--- config.mk ---
export PLATFORM = sky130hd
export DESIGN_NAME = regfile_32x32
export DESIGN_NICKNAME = d
export VERILOG_FILES = /design/src/rtl/cpu_pkg.sv /design/src/rtl/regfile_32x32.sv
export SDC_FILE = /design/constraint.sdc
export NUM_CORES = 2
export LEC_CHECK = 0
export CELL_PAD_IN_SITES_DETAIL_PLACEMENT = 2
export CELL_PAD_IN_SITES_GLOBAL_PLACEMENT = 2
export CORE_MARGIN = 5
export CORE_UTILIZATION = 30
export CTS_BUF_LIST = sky130_fd_sc_hd__clkbuf_8 sky130_fd_sc_hd__clkbuf_16
export CTS_CLUSTER_SIZE = 16
export DETAILED_ROUTE_END_ITERATION = 8
export PLACE_DENSITY_LB_ADDON = 0.05
export RECOVER_POWER = 100
export SLEW_MARGIN = 20
export SYNTH_ARGS = -nofsm -noshare
export SYNTH_HDL_FRONTEND = slang
export SYNTH_SLANG_ARGS = --single-unit
--- constraint.sdc ---
create_clock -name clk -period 3.8 [get_ports clk]
set_clock_uncertainty 0.1 [all_clocks]
set_input_delay 0.76 -clock clk [delete_from_list [all_inputs] [get_ports clk]]
set_output_delay 0.76 -clock clk [all_outputs]
set_load 0.005 [all_outputs]
--- src/rtl/cpu_pkg.sv ---
// Shared CPU datapath constants: register-file geometry and the architecturally
// named register indices that tests and surrounding datapath blocks refer to.
package cpu_pkg;

  localparam int REG_ADDR_W = 5;
  localparam int DATA_W     = 32;

  typedef logic [REG_ADDR_W-1:0] reg_idx_t;

  localparam reg_idx_t REG_ZERO = 5'd0;
  localparam reg_idx_t REG_SP   = 5'd29;
  localparam reg_idx_t REG_RA   = 5'd31;

endpackage

--- src/rtl/regfile_32x32.sv ---
// MIPS integer register file: two combinational read ports, one synchronous write
// port, optional write-first bypass. Define REGFILE_DBG_EN to add a debug read port.
module regfile_32x32 #(
  parameter int DATA_W = cpu_pkg::DATA_W,
  parameter int ADDR_W = cpu_pkg::REG_ADDR_W,
  parameter bit BYPASS = 1'b1
) (
  input  logic              clk,
  input  logic              rst,
  input  logic              we,
  input  logic [ADDR_W-1:0] waddr,
  input  logic [DATA_W-1:0] wdata,
  input  logic [ADDR_W-1:0] raddr1,
  input  logic [ADDR_W-1:0] raddr2,
  output logic [DATA_W-1:0] rdata1,
  output logic [DATA_W-1:0] rdata2
`ifdef REGFILE_DBG_EN
  ,
  input  logic [ADDR_W-1:0] dbg_addr,
  output logic [DATA_W-1:0] dbg_data
`endif
);
  import cpu_pkg::*;

  localparam int                NUM_REGS = 2 ** ADDR_W;
  localparam logic [ADDR_W-1:0] ZERO_IDX = ADDR_W'(REG_ZERO);

  logic [DATA_W-1:0] regs_q [NUM_REGS];
  logic [DATA_W-1:0] regs_d [NUM_REGS];
  logic              wr_hit;

  assign wr_hit = we && (waddr != ZERO_IDX);

  // Entry 0 is never written, so its flop holds a constant zero and is trimmed.
  always_comb begin
    regs_d = regs_q;
    if (rst) begin
      for (int i = 0; i < NUM_REGS; i++) regs_d[i] = '0;
    end else if (wr_hit) begin
      regs_d[waddr] = wdata;
    end
  end

  always_ff @(posedge clk) begin
    regs_q <= regs_d;
  end

  function automatic logic [DATA_W-1:0] rd_port(
    input logic [ADDR_W-1:0] addr,
    input logic [DATA_W-1:0] stored,
    input logic              in_rst,
    input logic              wr_act,
    input logic [ADDR_W-1:0] wr_addr,
    input logic [DATA_W-1:0] wr_data
  );
    logic [DATA_W-1:0] res;
    res = stored;
    if (in_rst || addr == ZERO_IDX) begin
      res = '0;
    end else if (BYPASS && wr_act && wr_addr == addr) begin
      res = wr_data;
    end
    return res;
  endfunction

  assign rdata1 = rd_port(raddr1, regs_q[raddr1], rst, wr_hit, waddr, wdata);
  assign rdata2 = rd_port(raddr2, regs_q[raddr2], rst, wr_hit, waddr, wdata);

`ifdef REGFILE_DBG_EN
  // Debug view shows committed state only, so it never forwards in-flight writes.
  assign dbg_data = (rst || dbg_addr == ZERO_IDX) ? '0 : regs_q[dbg_addr];
`endif

endmodule
==> qor.yml <==
clock_tree:
  cts_buffers: 135
  clk_latency_ps: 790
  clk_path_buf_depth: 3
  holdBufCountCts: 0
  htree_levels: 4
  clk_pin_slew_ps: 50
  root_buffer: "clkbuf_16"
  cts_tree: "built"
  clkSinkCount: 1024
sta:
  hold_viol: 0
  slew_viol_final: 488
  worst_slack_ps: -70.9
  fin_crit_sh_pct: 102
  tns_ps: -226
  fmax_mhz: 258
  min_period_ps: 3870
  setup_viol: 9
  worst_pin_slew_ps: 2470
  rsz0062_at_grt: "yes"
  relSlewSlack_pct: -64.4
route:
  wl_met3_microns: 14900
  met1Wirelength_microns: 126000
  dr.first_iter.drc_count: 3850
  avgRoutedWirePerCell_microns: 32.4
  first_pass_iters: 6
  route.detailed.drc: 0
  vias: 52100
  via_per_inst: 5.80
  postRouteAntennaNets: 0
  met2_length_microns: 138000
  top_layer_used: "met5"
  wl_microns: 291000
synthesis:
  synth-compound-area-share_pct: 17.0
  synth_edf_count: 0
  synth.distinct_cells: 37
  synth_top_area_cell: "dfxtp_1"
  ys_ff_latch: 1024
  syn_avg_cell_area_sq_um: 8.63
  yosysWarningCount: 0
  synth_nets: 6142
  synth_xor_area_share_pct: 0.167
  netlist_instances: 6092
  seq_area_frac_synth_pct: 39.0
  synth_simple_gate_area_share_pct: 16.2
  syn_area_sq_um: 52600
  synth_top_family_by_area: "multiplexers"
  synthAdderAreaFrac_pct: 0
  synth_area_leaders: "dfxtp_1 (39%), mux4_2 (16%), nand2_1 (14%)"
  synth-async-reset-ratio_pct: 0
  synthMuxAreaShare_pct: 22.5
  synth_top_area_share_pct: 39.0
  synth_flop_cell: "dfxtp_1"
grt:
  grt_pass1_vias: 54400
  antenna_found_initial: 10
  grt_use_total_pct: 30.4
  overflow: 0
  grt_start_max_net_pins: 191
  grt_pass1_wl_microns: 409000
placed_design:
  placedCellCount: 8584
  dpl.hpwl_microns: 178000
  gp_congestion: 0.872
  port_buffers: 113
  dp_slack_ps: -798
min_path:
  min_path_type: "reg2reg"
critical_path:
  crit_top_cell: "buf_4"
  critPathMaxFanout: 11
  r2r_start: "regs_q[148]"
  end_kind: "primary output"
  reg2reg_depth: 2
  cp_top_family: "buffers and inverters"
  cp-start-kind: "input port"
  r2r_end: "regs_q[148]"
  critPathLaunch: "raddr2[0]"
  crit_required_ps: 2940
  r2r_slack_ps: 2940
  slowest_stage: "mux4_2"
  path_depth: 10
  setup.worst_path.class: "in2out"
  critPathCapture: "rdata2[17]"
  crit_buf_inv: 6
  critPathMaxStageDelay_ps: 500
  cp_cell_sequence: "buf_16, clkbuf_2, buf_12, buf_4, mux4_2, a22oi_2, buf_4, a21oi_1, a211o_1, dlygate4sd2_1"
  arrival_ps: 3010
floorplan:
  die_w_microns: 429
  die-area_sq_um: 184000
  top_level_ports: 114
  start_util_pct: 30.2
  rows: 153
  core_area_sq_um: 174000
  fp.dieH_microns: 429
power_and_ir_drop:
  leakage_nw: 24.3
  p_per_area_nw_per_um2: 391
  irDropWorstVdd_v: 0.000378
  power_mw: 27.0
layout:
  area_growth_pct: 31.5
  largest_reg_flops: 1024
  top_regs: "regs_q (1024)"
  nFillCells: 18700
  instances_no_fill: 8987
  layout.nets: 6611
  postLayoutCoreUtil_pct: 39.7
  top_register: "regs_q"
  drive_above_1_share_pct: 26.7
job:
  maxCapViolations: 10
run_status:
  outcome: "finished with violations"
  violations: "max-capacitance violations, max-slew violations, negative setup slack"
-- routing by layer --
layer / global-route usage (%) / vias up
met3: 3.80 / 511
li1: - / 22400
met2: 50.7 / 1476
met1: 40.4 / 27800
met5: 0 / -
met4: 10.9 / 4
-- cell type report --
type | instances | area, sq um | area share, %
multi-input combinational | 4406 | 31000 | 44.9
sequential | 1024 | 20500 | 29.7
timing repair buffer | 988 | 10400 | 15.0
clock buffer | 168 | 3900 | 5.64
tap | 2325 | 2910 | 4.21
clock inverter | 67 | 413 | 0.597
inverter | 6 | 22.5 | 0.0326
antenna | 3 | 7.51 | 0.0109
-- synth_stat cells, drive strengths merged (10+ instances only) --
library cell	number
a211o	64
a211oi	128
a21oi	1058
a221oi	128
a22oi	64
buf	131
clkbuf	525
dfxtp	1024
mux2i	320
mux4	384
nand2	2019
nor2	36
nor2b	98
o21bai	64
xnor2	10
-- cells by family (layout without fill, tap and decap cells) --
kind of cell	count (synthesis)	count (layout)
xor gates and xnor gates	10	10
buffers and inverters	662	1229
other	0	3
muxes	704	704
DFF	1024	1024
AOI/OAI and AO/OA	1511	1511
and+or+nand+nor	2181	2181
-- cell usage in the layout, fill, tap and decap left out, drive strengths merged, types with 7 or more instances in the layout --
master         instances
nand2               2019
a21oi               1058
dfxtp               1024
buf                  840
mux4                 384
mux2i                320
clkbuf               228
a221oi               128
a211oi               128
nor2b                 98
a211o                 64
o21bai                64
a22oi                 64
inv                   50
nor2                  36
clkdlybuf4s50         33
dlygate4sd2           26
clkinv                19
clkdlybuf4s15         19
xnor2                 10
bufbuf                 7
-- worst min path at each step --
stage	end	slack, ps	cells after the start	start
global route	regs_q[425]	380	2	regs_q[425]
global placement	regs_q[863]	350	2	regs_q[863]
finish	regs_q[491]	370	2	regs_q[491]
CTS	regs_q[413]	370	2	regs_q[413]
detailed placement	regs_q[413]	360	2	regs_q[413]
floorplan	regs_q[320]	340	2	regs_q[320]
-- where the power goes --
part | internal [mW] | switching (mW)
clock | 7.42 | 5.34
sequential | 10.8 | 0.0597
combinational | 1.37 | 2.04
total | 19.6 | 7.44
-- worst reg2reg max path: cells and delay by family (launching register included) --
family	cells	cell delay, ps
flops	1	410
compound gates	1	200
simple gates	1	80
-- what timing repair did --
| action | CTS | global route |
|---|---|---|
| resized for setup | 404 | 111 |
| gates cloned | 18 | 9 |
| pin swaps | 64 | 49 |
| setup buffers | 93 | 50 |
| setup endpoints to repair | 64 | 58 |
-- metrics by stage --
| stage | area [sq um] | hold slack (ps) |
|---|---|---|
| finish | 69100 | 365 |
| global route | 69100 | 384 |
| CTS | 68400 | 368 |
| detailed placement | 61600 | 360 |
| global placement | 61600 | 350 |
| floorplan | 52600 | 343 |
(Power assumes the default switching activity.)
